**config.mk**
```make
export PLATFORM = sky130hd
export DESIGN_NAME = ps2_key_encoder
export DESIGN_NICKNAME = d
export VERILOG_FILES = /design/src/rtl/ps2_key_encoder.sv
export SDC_FILE = /design/constraint.sdc
export NUM_CORES = 1
export LEC_CHECK = 0
export ABC_AREA = 1
export BUFFER_PORTS_ARGS = -buffer_cell sky130_fd_sc_hd__buf_4
export CAP_MARGIN = 20
export CORE_AREA = 5 5 105 107
export DETAILED_ROUTE_END_ITERATION = 16
export DIE_AREA = 0 0 110 112
export GPL_TIMING_DRIVEN = 0
export HOLD_SLACK_MARGIN = 0.03
export PLACE_DENSITY = 0.54
export SETUP_SLACK_MARGIN = 0.5
export SYNTH_ARGS = -nofsm -noshare
export SYNTH_HDL_FRONTEND = slang
export SYNTH_SLANG_ARGS = --single-unit
```
**constraint.sdc**
```tcl
create_clock -name clk_sys -period 2.3 [get_ports clk_sys]
set_clock_uncertainty 0.05 [all_clocks]
set_input_delay 0.345 -clock clk_sys [delete_from_list [all_inputs] [get_ports clk_sys]]
set_output_delay 0.345 -clock clk_sys [all_outputs]
set_load 0.03 [all_outputs]
```
**src/rtl/ps2_key_encoder.sv**
```systemverilog
// ps2_key_encoder: PS/2 keyboard serial receiver that produces the 11-bit
// toggle-style ps2_key event word ({toggle, pressed, extended, scancode}).
//
// Ports:
//   clk_sys    system clock
//   reset      synchronous, active-high
//   ps2_clk    asynchronous PS/2 clock line
//   ps2_data   asynchronous PS/2 data line
//   ps2_key    [10] toggle, [9] pressed, [8] extended, [7:0] scancode
//   frame_err  one-cycle pulse on parity error, stop-bit error or timeout
//
// Parameters: FILTER_LEN (clock glitch filter length), TIMEOUT (partial
// frame abandon time, in clk_sys cycles).
// Optional feature macro: PS2_KEY_PAUSE_EN -- when defined, the E1 Pause
// sequence produces a press/release pair of {ext, 8'h77}; otherwise the
// whole E1 sequence is discarded silently.

module ps2_key_encoder #(
  parameter int FILTER_LEN = 8,
  parameter int TIMEOUT    = 24000
) (
  input  logic        clk_sys,
  input  logic        reset,
  input  logic        ps2_clk,
  input  logic        ps2_data,
  output logic [10:0] ps2_key,
  output logic        frame_err
);

  localparam int FW = $clog2(FILTER_LEN + 1);
  localparam int TW = $clog2(TIMEOUT + 1);
  localparam logic [FW-1:0] FILT_LAST = FW'(FILTER_LEN - 1);
  localparam logic [TW-1:0] TMO_LAST  = TW'(TIMEOUT - 1);

  typedef enum logic [2:0] {
    ST_IDLE,
    ST_E0,
    ST_F0,
    ST_E0F0,
    ST_E1SKIP
  } prefix_t;

  // ---------------------------------------------------------------------
  // Input conditioning: 2-flop synchronizers and clock glitch filter.
  // ---------------------------------------------------------------------
  logic [1:0]    clk_sync;
  logic [1:0]    data_sync;
  logic          filt_clk;
  logic [FW-1:0] filt_cnt;
  logic          fall_q;     // one-cycle strobe: filtered clock just fell
  logic          bit_smp;    // data captured at that filtered fall

  always_ff @(posedge clk_sys) begin
    if (reset) begin
      clk_sync  <= 2'b11;
      data_sync <= 2'b11;
      filt_clk  <= 1'b1;
      filt_cnt  <= '0;
      fall_q    <= 1'b0;
      bit_smp   <= 1'b1;
    end else begin
      clk_sync  <= {clk_sync[0], ps2_clk};
      data_sync <= {data_sync[0], ps2_data};
      fall_q    <= 1'b0;
      // The filtered clock follows the synchronized clock only after the
      // new level has been seen on FILTER_LEN consecutive cycles; any
      // return to the old level restarts the count.
      if (clk_sync[1] != filt_clk) begin
        if (filt_cnt == FILT_LAST) begin
          filt_clk <= clk_sync[1];
          filt_cnt <= '0;
          if (!clk_sync[1]) begin
            fall_q  <= 1'b1;
            bit_smp <= data_sync[1];
          end
        end else begin
          filt_cnt <= filt_cnt + 1'b1;
        end
      end else begin
        filt_cnt <= '0;
      end
    end
  end

  // ---------------------------------------------------------------------
  // Frame receiver state and decode of the completing byte.
  // ---------------------------------------------------------------------
  logic [3:0]    bit_cnt;    // 0: waiting for start, 1..8 data, 9 parity, 10 stop
  logic [7:0]    shreg;
  logic          par_q;
  logic [TW-1:0] tmo_cnt;
  prefix_t       state;
  logic [2:0]    skip_cnt;

  logic stop_strobe;
  logic frame_good;
  logic frame_bad;
  logic tmo_hit;
  logic is_resp;
  logic evt_pressed;
  logic evt_ext;

  always_comb begin
    stop_strobe = fall_q && (bit_cnt == 4'd10);
    // Odd parity: data plus parity bit must contain an odd number of ones.
    frame_good  = stop_strobe && (^{shreg, par_q}) && bit_smp;
    frame_bad   = stop_strobe && !((^{shreg, par_q}) && bit_smp);
    tmo_hit     = !fall_q && (bit_cnt != 4'd0) && (tmo_cnt == TMO_LAST);
    is_resp     = (shreg == 8'h00) || (shreg == 8'hAA) || (shreg == 8'hEE) ||
                  (shreg == 8'hFA) || (shreg == 8'hFE) || (shreg == 8'hFF);
    evt_pressed = (state == ST_IDLE) || (state == ST_E0);
    evt_ext     = (state == ST_E0)   || (state == ST_E0F0);
  end

`ifdef PS2_KEY_PAUSE_EN
  logic [1:0] pause_dly;     // counts down to the synthetic Pause release
`endif

  always_ff @(posedge clk_sys) begin
    if (reset) begin
      bit_cnt   <= 4'd0;
      shreg     <= 8'h00;
      par_q     <= 1'b0;
      tmo_cnt   <= '0;
      state     <= ST_IDLE;
      skip_cnt  <= 3'd0;
      ps2_key   <= 11'd0;
      frame_err <= 1'b0;
`ifdef PS2_KEY_PAUSE_EN
      pause_dly <= 2'd0;
`endif
    end else begin
      frame_err <= 1'b0;

      // Timeout counter only runs while a frame is in progress.
      if (fall_q || (bit_cnt == 4'd0)) begin
        tmo_cnt <= '0;
      end else if (!tmo_hit) begin
        tmo_cnt <= tmo_cnt + 1'b1;
      end

      // Bit counter and shift register.
      if (tmo_hit) begin
        bit_cnt <= 4'd0;
      end else if (fall_q) begin
        if (bit_cnt == 4'd0) begin
          // A high start bit is just line noise; keep waiting.
          if (!bit_smp) begin
            bit_cnt <= 4'd1;
          end
        end else if (bit_cnt <= 4'd8) begin
          shreg   <= {bit_smp, shreg[7:1]};   // LSB arrives first
          bit_cnt <= bit_cnt + 4'd1;
        end else if (bit_cnt == 4'd9) begin
          par_q   <= bit_smp;
          bit_cnt <= 4'd10;
        end else begin
          bit_cnt <= 4'd0;
        end
      end

      // Prefix state machine and event encoder.
      if (tmo_hit || frame_bad) begin
        frame_err <= 1'b1;
        state     <= ST_IDLE;
        skip_cnt  <= 3'd0;
      end else if (frame_good) begin
        if (state == ST_E1SKIP) begin
          // Bytes inside the Pause sequence are never decoded, even E1.
          skip_cnt <= skip_cnt - 3'd1;
          if (skip_cnt == 3'd1) begin
            state <= ST_IDLE;
`ifdef PS2_KEY_PAUSE_EN
            ps2_key   <= {~ps2_key[10], 1'b1, 1'b1, 8'h77};
            pause_dly <= 2'd2;
`endif
          end
        end else if (shreg == 8'hE1) begin
          state    <= ST_E1SKIP;
          skip_cnt <= 3'd7;
        end else if (is_resp) begin
          state <= ST_IDLE;
        end else if ((shreg == 8'hE0) && (state == ST_IDLE)) begin
          state <= ST_E0;
        end else if ((shreg == 8'hF0) && (state == ST_IDLE)) begin
          state <= ST_F0;
        end else if ((shreg == 8'hF0) && (state == ST_E0)) begin
          state <= ST_E0F0;
        end else begin
          ps2_key <= {~ps2_key[10], evt_pressed, evt_ext, shreg};
          state   <= ST_IDLE;
        end
      end

`ifdef PS2_KEY_PAUSE_EN
      // Release follows the press by exactly two cycles; no frame can
      // complete in that window, so it never collides with another event.
      if (pause_dly != 2'd0) begin
        pause_dly <= pause_dly - 2'd1;
        if (pause_dly == 2'd1) begin
          ps2_key <= {~ps2_key[10], 1'b0, 1'b1, 8'h77};
        end
      end
`endif
    end
  end

endmodule

```
# ---- Word level (Yosys, flattened, before mapping)
# Cells that the tools add are included.
dict set report op_classes {
  addsub 4
  n_mul 0
  div_mod_pow 0
  order_cmp 1
  n_eq_ne 19
  n_shift 0
  mux 15
  n_bitwise 14
  reduce_logical 40
}
# op count
set ops {}
lappend ops {{$eq A8 B8 Y1 const B} 8}
lappend ops {{$mux W4} 4}
lappend ops {{$add A15 B1 Y15 const B} 1}
lappend ops {{$eq A15 B15 Y1 const B} 1}
lappend ops {{$mux W3} 5}
lappend ops {{$not A1 Y1} 14}
lappend ops {{$logic_and A1 B1 Y1} 10}
lappend ops {{$logic_or A1 B1 Y1} 9}
lappend ops {{$reduce_xor A9 Y1} 1}
lappend ops {{$add A4 B1 Y4 const B} 2}
lappend ops {{$eq A4 B4 Y1 const B} 2}
lappend ops {{$logic_not A8 Y1} 1}
lappend ops {{$mux W2} 4}
lappend ops {{$reduce_and A2 Y1} 4}
lappend ops {{$reduce_and A8 Y1} 1}
lappend ops {{$eq A3 B1 Y1 const B} 2}
lappend ops {{$reduce_or A2 Y1} 3}
lappend ops {{$reduce_or A3 Y1} 2}
lappend ops {{$reduce_and A5 Y1} 1}
lappend ops {{$eq A4 B3 Y1 const B} 1}
lappend ops {{$le A4 B4 Y1 const B} 1}
lappend ops {{$logic_not A4 Y1} 1}
lappend ops {{$reduce_and A4 Y1} 1}
lappend ops {{$reduce_bool A4 Y1} 1}
lappend ops {{11 further kinds} 13}
dict set report totals {
  regBits 57
  latchBits 0
  ramBits 0
  rom_bits 0
  wordCells 107
  memories 0
}

# ---- Logic depth before layout (Yosys ltp)
# Gate-level depths: netlist of the first run.
dict set report depth {
  ltp_word 9
  mapped_depth 14
}

# ---- Least setup slack after synthesis of the first run
# Ideal clock, no wire load.
dict set report synth_path {
  path_type {register to register}
  from {reg bit_cnt[0]}
  to {reg ps2_key[3]}
  setup_ns 0.114
  arrival_ns 1.549
  required_time_ns 2.136
  setup_slack_ns 0.587
  stages_incl_launch_ff 14
  path_buffers 1
  path_cell_list {dfxtp_1 -> inv_1 -> ha_1 -> nand3_2 -> inv_2 -> nor2_4 -> nand3_2 -> nor2_4 -> nor2_1 -> nand3_1 -> nor2_2 -> buf_6 -> nor2_1 -> nor2_2}
}
dict set report synth_via {
  elab_chain_cells 6
}
# element line
set synth_rtl {}
lappend synth_rtl {{start: declaration} 88} ;# logic [3:0] bit_cnt;
lappend synth_rtl {{start signal: assignment} 153} ;# bit_cnt <= bit_cnt + 4'd1;
lappend synth_rtl {{$eq A4 B4 Y1 / $reduce_bool A4 Y1 (equally long branches)} {104, 108}}
lappend synth_rtl {{$logic_and A1 B1 Y1 (on tied branches)} {104, 108}}
lappend synth_rtl {{$logic_and A1 B1 Y1 (on tied branches)} {107, 108}}
lappend synth_rtl {{$logic_or A1 B1 Y1} 163} ;# if (tmo_hit || frame_bad) begin
lappend synth_rtl {{$not A1 Y1 (no source line)} n/a}
lappend synth_rtl {{$reduce_and A8 Y1 (no source line) *} n/a}
lappend synth_rtl {{end signal: assignment} 190} ;# ps2_key <= {~ps2_key[10], evt_pressed, evt_ext, shreg};
lappend synth_rtl {{end: declaration} 26} ;# output logic [10:0] ps2_key,
# Mark *: on every way between the ends. The rest lies on a longest branch, timed or not.
# A chain may end at the register's enable or synchronous reset.

# ---- Final worst setup path of the first run
dict set report layout_path {
  from {reg shreg[0]}
  to {reg ps2_key[8]}
}
dict set report layout_via {
  elab_chain_cells 8
}
# element line
set layout_rtl {}
lappend layout_rtl {{start: declaration} 89} ;# logic [7:0] shreg;
lappend layout_rtl {{start signal: assignment} 152} ;# shreg <= {bit_smp, shreg[7:1]};
lappend layout_rtl {{$eq A8 B8 Y1 / $logic_not A8 Y1 (equally long branches)} 109} ;# is_resp = (shreg == 8'h00) || (shreg == 8'hAA) || (shreg == 8'hEE) ||
lappend layout_rtl {{$logic_or A1 B1 Y1 (3 in series)} 109}
lappend layout_rtl {{$logic_or A1 B1 Y1 (2 in series)} 110} ;# (shreg == 8'hFA) || (shreg == 8'hFE) || (shreg == 8'hFF);
lappend layout_rtl {{$not A1 Y1 (no source line)} n/a}
lappend layout_rtl {{$reduce_and A8 Y1 (no source line) *} n/a}
# Marked as above.

==> impl_metrics.env, run 1 <==
export IMPL_run_status="completed"
export IMPL_drt_antenna_violating_nets=0
export IMPL_setup_reg_to_reg_worst_slack_ps=540
export IMPL_worst_slew_pin_transition_ps=497
export IMPL_gpl_final_weighted_congestion=0.875
export IMPL_chipWidth_microns=110
export IMPL_ff_latch_area_sq_um=1170
export IMPL_crit_path_start="shreg[0]"
export IMPL_worst_ir_drop_vdd_v=0.000255
export IMPL_cellLeakagePower_nw=1.57
export IMPL_drt_pass1_iter_count=4
export IMPL_worstSetupEndpoint="ps2_key[8]"
export IMPL_post_synth_cell_area_avg_sq_um=7.16
export IMPL_grt_pass1_vias=2508
export IMPL_net_load_switching_power_w=0.000436
export IMPL_number_of_antenna_violations_at_the_first_check_in_global_routing=0
export IMPL_syn_cell_area_sq_um=2920
export IMPL_reg2reg_from="shreg[0]"
export IMPL_placementRows=37
export IMPL_routed_wire_length_per_instance_microns=10.7
export IMPL_synth_yosys_warnings=0
export IMPL_multi_input_area_sq_um=1670
export IMPL_path_max_fanout=6
export IMPL_filler_cells_inserted=1059
export IMPL_critical_path_arrival_ps=1960
export IMPL_ys_seq_elements=57
export IMPL_finalCritPeriodShare=0.767
export IMPL_placement_io_buffers=14
export IMPL_ctsRootBufferMaster="clkbuf_8"
export IMPL_start_util=0.291
export IMPL_post_layout_nonfiller_instances=592
export IMPL_worst_hold_path_type="input pin to flop"
export IMPL_tritoncts="done"
export IMPL_hpwl_mm=4.36
export IMPL_timing_setup_tns_ps=0
export IMPL_syn2layout_area_growth_pct=27.9
export IMPL_timing_slew_headroom=0.667
export IMPL_comb_power_share=0.015
export IMPL_route_final_wire_length_mm=6.31
export IMPL_grt_overflow_total=0
export IMPL_power_share_sequential=0.496
export IMPL_seq_area_frac_synth=0.391
export IMPL_global_route_wire_length_before_repair_mm=10.8
export IMPL_fp_coreArea_sq_um=10000
export IMPL_internal_power_w=0.00155
export IMPL_timing_reg2reg_worst_path_depth=14
export IMPL_global_route_peak_usage_layer="met2"
export IMPL_capturing_point_of_the_worst_reg2reg_path="ps2_key[8]"
export IMPL_vertical_die_dimension_microns=112
export IMPL_worst_ep_required_time_ps=2490
export IMPL_design_die_area_sq_um=12300
export IMPL_finish_utilization=0.372
export IMPL_worst_setup_path_category="flop to flop"
export IMPL_met2_usage=0.173
export IMPL_timing_final_max_slew_violations=0
export IMPL_ys_types=32
export IMPL_viasPerCell=4.46
export IMPL_critical_path_launch_point_type="flop"
export IMPL_timing_final_hold_violations=0
export IMPL_antenna_cells_inserted=0
export IMPL_num_vias=2640
export IMPL_max_cap_violations=0
export IMPL_floorplan_io_pins=16
export IMPL_mostFrequentLayoutCells="nand2_1 (71), nor2_1 (58), dfxtp_1 (45)"
export IMPL_global_route_met3_utilization=0.0348
export IMPL_clockBufferDepth=2
export IMPL_first_iter_violations=86
export IMPL_endpoint_kind="flop"
export IMPL_mostFrequentLayoutCell="nand2_1"
export IMPL_htree_levels=3
export IMPL_grt_start_max_net_pins=11
export IMPL_total_power_w=0.00199
export IMPL_cts_sinks=57
export IMPL_post_syn_instances=408
export IMPL_power_per_cell_area_nw_per_um2=532
export IMPL_clock_share_of_power=0.489
export IMPL_groute_usage_overall=0.108
export IMPL_num_nets_final=464
export IMPL_rsz0062_at_grt="yes"
export IMPL_hold_fix_buffers_at_cts=0
export IMPL_numPlacedInstances=558
export IMPL_netSwitchingFraction=0.220
export IMPL_tritoncts_num_buffers=9
export IMPL_cts_reportedPaths_clkPinSlew_ps=70
export IMPL_final_layout_size_suffix_gt1_frac=0.309
export IMPL_drc=0
export IMPL_fmax_ghz=0.567
export IMPL_use_met1=0.132
export IMPL_timing_final_crit_period_ps=1760
export IMPL_setup_violations=0
export IMPL_synth_net_count=421
export IMPL_clk_latency_ps=340
[synth_stat cells]
library cell  number  area (sq um)
clkbuf_1           3          11.3
a22oi_1            2          15.0
xor2_1             6          52.6
or2_2             11          68.8
nand3_1           33           165
ha_1               9           113
buf_6              2          22.5
inv_1             42           158
nor4_1             1          6.26
inv_2              9          33.8
buf_2              2          10.0
a21oi_1           26           130
xnor2_1            3          26.3
o21ai_0           15          75.1
nor2_2             5          31.3
nor2_4             2          22.5
nand4_1            6          37.5
nor3b_1            1          7.51
a211oi_1           2          15.0
nand3_4            1          17.5
a21oi_2            3          26.3
nor3_4             1          16.3
nor3_1             4          20.0
nor3_2             1          10.0
nor2_1            65           244
buf_8              1          15.0
or3_1              1          6.26
nand3_2            5          50.1
dfxtp_1           57          1140
nor2_8             1          20.0
nand2_1           79           297
nand2_2            9          56.3
[how the worst min path moves through the flow]
stage                 startpoint      endpoint  slack (ps)  depth (start not counted)
floorplan            clk_sync[0]   clk_sync[1]         340                          1
global placement     clk_sync[0]   clk_sync[1]         340                          1
detailed placement  data_sync[0]  data_sync[1]         350                          1
CTS                      ps2_clk   clk_sync[0]         120                          2
global route             ps2_clk   clk_sync[0]         130                          2
finish                  ps2_data  data_sync[0]         140                          2
[logic make-up after synthesis]
kind of cell,count (synthesis),synth area share
compound gates,48,0.0895
xor+xnor,9,0.0270
fa+ha+maj,9,0.0386
buf+inv,59,0.0857
flops,57,0.391
simple gates,226,0.368
[flip-flops by register name, indices dropped and copies added, names as in the netlist]
signal	count
par_q	1
clk_sync	2
frame_err	1
ps2_key	11
bit_smp	1
data_sync	2
filt_cnt	4
tmo_cnt	15
filt_clk	1
skip_cnt	3
shreg	8
state	3
fall_q	1
bit_cnt	4
[layer usage]
layer	vias up	share of wire
li1	1389	-
met1	1203	0.49
met2	35	0.46
met3	13	0.034
met4	0	0.021
met5	-	0
[repair_timing]
item / in CTS / in global routing
pin swaps: 3 / 17
endpoints found under the setup margin: 25 / 29
gates resized for setup: 4 / 57
hold endpoints to repair: 0 / 0
setup buffers: 6 / 10
cloned: 0 / 2
[power groups by stage]
| stage | sequential, W | clock, W | combinational [W] |
|---|---|---|---|
| after global placement | 0.00101 | 0 | 0.0000296 |
| after floorplan | 0.00101 | 0 | 0.0000207 |
| after CTS | 0.000990 | 0.00100 | 0.0000300 |
| final | 0.000984 | 0.000970 | 0.0000305 |
| after detailed placement | 0.00101 | 0 | 0.0000298 |
| after global routing | 0.000984 | 0.00105 | 0.0000357 |
[through the flow]
stage | hold slack, ps | worst slack (ps) | area, sq um
after floorplan | 339 | 587 | 2920
final | 139 | 536 | 3730
after global placement | 343 | 368 | 3200
after detailed placement | 346 | 340 | 3200
after CTS | 124 | 480 | 3450
after global routing | 126 | 434 | 3730
[critical path, cell delays in order (launching register included)]
cell,delay (ps)
dfxtp_4,390
inv_4,50
nand2_4,80
nand2_2,50
nand2_2,70
nand2_2,70
nand2_4,90
nand2_2,50
nand2_2,90
nand3_4,120
nor2_8,210
clkbuf_16,180
nand3_2,50
nand2_1,50
nor2_1,40
[final cells by class]
cell class                 count  share of cell area
buffer                         8              0.0157
sequential                    57               0.314
clock inverter                 5              0.0144
inverter                      51              0.0539
clock buffer                  11              0.0405
multi-input combinational    292               0.447
tap                          136              0.0456
timing repair buffer          32              0.0690
(Power assumes the default switching activity.)
==> run 2: changes to the inputs <==
clock period = 1.8 ns   (was 2.3 ns; I/O delays follow)
==> run 2 against run 1 <==
Combinational power increased by 57%. First-iteration DRC count rose by 19%. Maximum frequency is 2.9% higher. Wire length grew 10%. Die area unchanged. Power is 17% higher. Clock power rose by 5%. Largest cell class unchanged. Highest routed layer unchanged.
==> impl_metrics.env, run 2 (synthesis gave the netlist of run 1 again) <==
export IMPL_max_flop_register="tmo_cnt"
export IMPL_crit_path_start="shreg[0]"
export IMPL_num_vias=2765
export IMPL_grt_pass1_vias=2579
export IMPL_timing_slew_headroom=0.649
export IMPL_power_per_cell_area_nw_per_um2=557
export IMPL_critical_path_arrival_ps=1900
export IMPL_path_max_fanout=5
export IMPL_fp_coreArea_sq_um=10000
export IMPL_worst_setup_path_category="flop to flop"
export IMPL_rsz0062_at_grt="yes"
export IMPL_design_die_area_sq_um=12300
export IMPL_num_nets_final=492
export IMPL_chipWidth_microns=110
export IMPL_endpoint_kind="flop"
export IMPL_clockBufferDepth=2
export IMPL_worst_slew_pin_transition_ps=526
export IMPL_finish_utilization=0.415
export IMPL_timing_final_hold_violations=0
export IMPL_first_iter_violations=102
export IMPL_holdCritStartpoint="ps2_data"
export IMPL_worst_ep_required_time_ps=1990
export IMPL_final_layout_size_suffix_gt1_frac=0.423
export IMPL_mostFrequentLayoutCells="nand2_1 (66), nor2_1 (54), buf_4 (46)"
export IMPL_htree_levels=3
export IMPL_drc=0
export IMPL_placementRows=37
export IMPL_finalCritPeriodShare=0.953
export IMPL_placement_io_buffers=14
export IMPL_hpwl_mm=4.44
export IMPL_total_power_w=0.00232
export IMPL_number_of_antenna_violations_at_the_first_check_in_global_routing=0
export IMPL_whs_ps=68.2
export IMPL_routed_wire_length_per_instance_microns=11.3
export IMPL_grt_start_max_net_pins=11
export IMPL_setup_violations=0
export IMPL_antenna_cells_inserted=0
export IMPL_run_status="completed"
export IMPL_largest_register_ffs=15
export IMPL_vertical_die_dimension_microns=112
export IMPL_cts_sinks=57
export IMPL_fmax_ghz=0.583
export IMPL_mostFrequentLayoutCell="nand2_1"
export IMPL_timing_final_max_slew_violations=0
export IMPL_syn2layout_area_growth_pct=42.9
export IMPL_critical_path_launch_point_type="flop"
export IMPL_floorplan_io_pins=16
export IMPL_viasPerCell=4.49
export IMPL_tritoncts="done"
export IMPL_worst_hold_path_type="input pin to flop"
export IMPL_gpl_final_weighted_congestion=0.825
export IMPL_grt_overflow_total=0
export IMPL_reg2reg_from="shreg[0]"
export IMPL_cts_reportedPaths_clkPinSlew_ps=60
export IMPL_route_final_wire_length_mm=6.97
export IMPL_ctsRootBufferMaster="clkbuf_8"
export IMPL_max_cap_violations=0
export IMPL_drt_antenna_violating_nets=0
export IMPL_clk_latency_ps=340
export IMPL_hold_fix_buffers_at_cts=0
export IMPL_drt_pass1_iter_count=4
export IMPL_global_route_wire_length_before_repair_mm=11.5
export IMPL_cellLeakagePower_nw=1.74
export IMPL_top_regs="tmo_cnt (15), ps2_key (11), shreg (8)"
export IMPL_worst_ir_drop_vdd_v=0.000286
export IMPL_groute_usage_overall=0.116
export IMPL_start_util=0.291
export IMPL_timing_final_crit_period_ps=1710
export IMPL_tritoncts_num_buffers=9
==> run 2: cell types whose count changed in the layout (fill, tap and decap cells not counted), moves of 4 or more <==
cell | previous run | this run
buf_4 | 31 | 46
buf_6 | 2 | 14
dfxtp_1 | 45 | 39
dfxtp_4 | 6 | 10
inv_1 | 40 | 34
nand2_1 | 71 | 66
nand2_2 | 14 | 18
nand3_1 | 25 | 19
nor2_1 | 58 | 54
nor2_4 | 5 | 11
o21ai_0 | 15 | 9
==> run 2: through the flow <==
step | setup TNS [ps] | setup slack [ps] | cell area (sq um) | cells
3_5_place_dp | -513 | -45.6 | 3280 | 558
6_report | 0 | 85.3 | 4170 | 616
2_1_floorplan | 0 | 190 | 3010 | 408
3_3_place_gp | -197 | -20.2 | 3280 | 558
5_1_grt | -111 | -19.8 | 4170 | 616
4_1_cts | 0 | 116 | 4010 | 609
==> run 2: final timing paths <==
check / endpoint / slack [ps] / cells past startpoint
worst min-delay path: data_sync[0] / 70 / 2
worst max register to register: skip_cnt[0] / 90 / 14
worst max-delay path: skip_cnt[0] / 90 / 14
worst min register to register: clk_sync[1] / 360 / 1
==> run 2: report_power, final <==
group,internal (W),total [W],switching (W)
Combinational,0.0000195,0.0000478,0.0000282
Clock,0.000541,0.00102,0.000483
Sequential,0.00125,0.00125,0.00000173
==> run 2: cell type report <==
| class | count | area [sq um] |
|---|---|---|
| plain buffers | 8 | 75.1 |
| clock buffers | 11 | 151 |
| clock inverters | 1 | 5.00 |
| fillers | 1002 | 5870 |
| inverters | 51 | 209 |
| multi-input cells | 292 | 1860 |
| flip-flops and latches | 57 | 1190 |
| well taps | 136 | 170 |
| repair buffers | 60 | 519 |
==> run 2: timing repair <==
action,in CTS,in global routing
pin swaps,37,28
setup endpoints to repair,48,48
resized for setup,81,35
hold endpoints to repair,0,0
setup buffers,37,5
cloned,2,2
==> run 2: worst max-delay path, cell delays in order (launching register included) <==
cell and delay [ps]:
dfxtp_4 380, inv_4 50, nand2_4 70, nand2_2 50, nand2_2 70, nand2_2 70, nand2_4 80, nand2_2 50
nand2_2 80, nand3_4 110, nor2_8 190, clkbuf_16 180, nand3_1 60, nand2_1 70, nor2_1 30
==> run 2: metal layers <==
| layer | share of wire | track usage |
|---|---|---|
| met2 | 0.47 | 0.183 |
| met5 | 0 | 0 |
| met1 | 0.48 | 0.145 |
| met4 | 0.021 | 0.0457 |
| met3 | 0.029 | 0.0348 |
==> run 3: changes to the inputs <==
PLACE_DENSITY = 0.56   (was 0.54)
SLEW_MARGIN = 20   (was unset)
clock period = 1.5 ns   (was 1.8 ns; I/O delays follow)
==> run 3 against run 2 <==
The run now ends with negative setup slack left. Non-clock buffer count is 18 higher. Setup slack worse by 310 ps. Wire length is 10% higher. Largest cell class unchanged. Highest routed layer unchanged.
==> impl_metrics.env, run 3 (synthesis gave the netlist of run 1 again) <==
export IMPL_run_status="finished with violations"
export IMPL_failing_checks="negative setup slack"
export IMPL_number_of_antenna_violations_at_the_first_check_in_global_routing=0
export IMPL_setup_ws_ps=-230
export IMPL_mostFrequentLayoutCells="nand2_1 (64), buf_4 (42), nor2_1 (40)"
export IMPL_worst_path_max_delay_cell="dfxtp_4"
export IMPL_post_layout_nonfiller_instances=638
export IMPL_hpwl_mm=4.45
export IMPL_placement_io_buffers=14
export IMPL_holdCritStartpoint="reset"
export IMPL_worst_ir_drop_vdd_v=0.000342
export IMPL_cp_slowest_stage_delay_ps=390
export IMPL_power_per_cell_area_nw_per_um2=681
export IMPL_worst_path_most_repeated_cell="nand2_2"
export IMPL_worst_hold_path_type="input pin to flop"
export IMPL_grt_overflow_total=0
export IMPL_final_layout_size_suffix_gt1_frac=0.518
export IMPL_cts_sinks=57
export IMPL_rsz0062_at_grt="yes"
export IMPL_fp_coreArea_sq_um=10000
export IMPL_drc=0
export IMPL_critical_path_cell_chain="inv_4, nand2_4, nand2_2, nand2_2, nand2_2, nand2_2, nand2_2, nand2_2, nand3_4, nor2_8, clkbuf_16, nand3_2, nand2_1, nor2_1"
export IMPL_gpl_final_weighted_congestion=0.827
export IMPL_placementRows=37
export IMPL_floorplan_io_pins=16
export IMPL_ctsRootBufferMaster="clkbuf_8"
export IMPL_chipWidth_microns=110
export IMPL_setup_violations=37
export IMPL_first_iter_violations=74
export IMPL_grt_pass1_vias=2766
export IMPL_worst_slew_pin_transition_ps=535
export IMPL_start_util=0.291
export IMPL_endpoint_kind="flop"
export IMPL_max_flop_register="tmo_cnt"
export IMPL_worst_setup_path_category="flop to flop"
export IMPL_antenna_cells_inserted=0
export IMPL_clk_latency_ps=340
export IMPL_groute_usage_overall=0.126
export IMPL_reg2reg_from="shreg[0]"
export IMPL_timing_final_hold_violations=0
export IMPL_global_route_wire_length_before_repair_mm=12.4
export IMPL_timing_final_max_slew_violations=0
export IMPL_timing_final_crit_period_ps=1730
export IMPL_timing_critical_path_buf_inv=2
export IMPL_largest_register_ffs=15
export IMPL_crit_path_start="shreg[0]"
export IMPL_finalCritPeriodShare=1.15
export IMPL_drt_antenna_violating_nets=0
export IMPL_htree_levels=3
export IMPL_filler_cells_inserted=960
export IMPL_worst_ep_required_time_ps=1690
export IMPL_tritoncts="done"
export IMPL_critical_path_arrival_ps=1920
export IMPL_viasPerCell=4.52
export IMPL_grt_start_max_net_pins=11
export IMPL_clockBufferDepth=2
export IMPL_vertical_die_dimension_microns=112
export IMPL_critical_path_launch_point_type="flop"
export IMPL_numPlacedInstances=558
export IMPL_cp_top_family="simple AND/OR/NAND/NOR gates"
export IMPL_cellLeakagePower_nw=1.90
export IMPL_tritoncts_num_buffers=9
export IMPL_design_die_area_sq_um=12300
export IMPL_num_nets_final=510
export IMPL_drt_pass1_iter_count=4
export IMPL_mostFrequentLayoutCell="nand2_1"
export IMPL_routed_wire_length_per_instance_microns=12.0
export IMPL_top_regs="tmo_cnt (15), ps2_key (11), shreg (8)"
export IMPL_preCtsSetupSlack_ps=-373
export IMPL_path_max_fanout=5
export IMPL_cts_reportedPaths_clkPinSlew_ps=70
export IMPL_syn2layout_area_growth_pct=56.9
export IMPL_timing_slew_headroom=0.644
export IMPL_fmax_ghz=0.578
export IMPL_max_cap_violations=0
export IMPL_route_final_wire_length_mm=7.68
export IMPL_num_vias=2886
## run 3: per-stage QoR
| step | setup TNS [ps] | cell area [sq um] | total power (W) | util | hold WS [ps] |
|---|---|---|---|---|---|
| 5_1_grt | -8520 | 4580 | 0.00326 | 0.456 | 220 |
| 3_5_place_dp | -8230 | 3280 | 0.00160 | 0.327 | 342 |
| 4_1_cts | -2910 | 4180 | 0.00318 | 0.416 | 200 |
| 2_1_floorplan | -1300 | 3010 | 0.00159 | - | 279 |
| 3_3_place_gp | -7190 | 3280 | 0.00160 | 0.327 | 345 |
| 6_report | -4500 | 4580 | 0.00312 | 0.456 | 208 |
## run 3: power by group
part	internal, W	switching [W]	total [W]
clock network	0.000919	0.000625	0.00154
logic	0.0000294	0.0000422	0.0000716
registers	0.00150	0.00000256	0.00151
## run 3: per-layer routing
| layer | up-vias | part of all wire | GRT usage |
|---|---|---|---|
| li1 | 1483 | - | - |
| met1 | 1342 | 0.45 | 0.157 |
| met2 | 51 | 0.50 | 0.206 |
| met3 | 10 | 0.037 | 0.0278 |
| met4 | 0 | 0.017 | 0.0599 |
| met5 | - | 0 | 0 |
## run 3: area by class of cell
cell class | instances | area [sq um] | area share
multi-input combinational | 292 | 1980 | 0.433
sequential | 57 | 1200 | 0.262
timing repair buffer | 78 | 729 | 0.159
inverter | 51 | 211 | 0.0461
tap | 136 | 170 | 0.0371
clock buffer | 9 | 124 | 0.0270
clock inverter | 7 | 85.1 | 0.0186
buffer | 8 | 77.6 | 0.0169
## run 3: worst paths after layout
| path | end | slack [ps] | cells past startpoint |
|---|---|---|---|
| worst max-delay path | ps2_key[10] | -230 | 14 |
| worst min-delay path | frame_err | 210 | 2 |
| worst max register to register | ps2_key[10] | -230 | 14 |
| worst min register to register | data_sync[1] | 360 | 1 |
## run 3: worst reg2reg max path, cell delays in order (launching register included)
cell,delay (ps)
dfxtp_4,390
inv_4,60
nand2_4,70
nand2_2,50
nand2_2,70
nand2_2,50
nand2_2,80
nand2_2,50
nand2_2,80
nand3_4,130
nor2_8,190
clkbuf_16,180
nand3_2,60
nand2_1,60
nor2_1,50
## run 3: repair_timing
action,in CTS,in global routing
buffers inserted,33,24
cloned,3,2
pin swaps,31,33
resized for setup,119,63
endpoints found under the setup margin,65,65
endpoints found under the hold margin,2,0
hold buffers,2,0
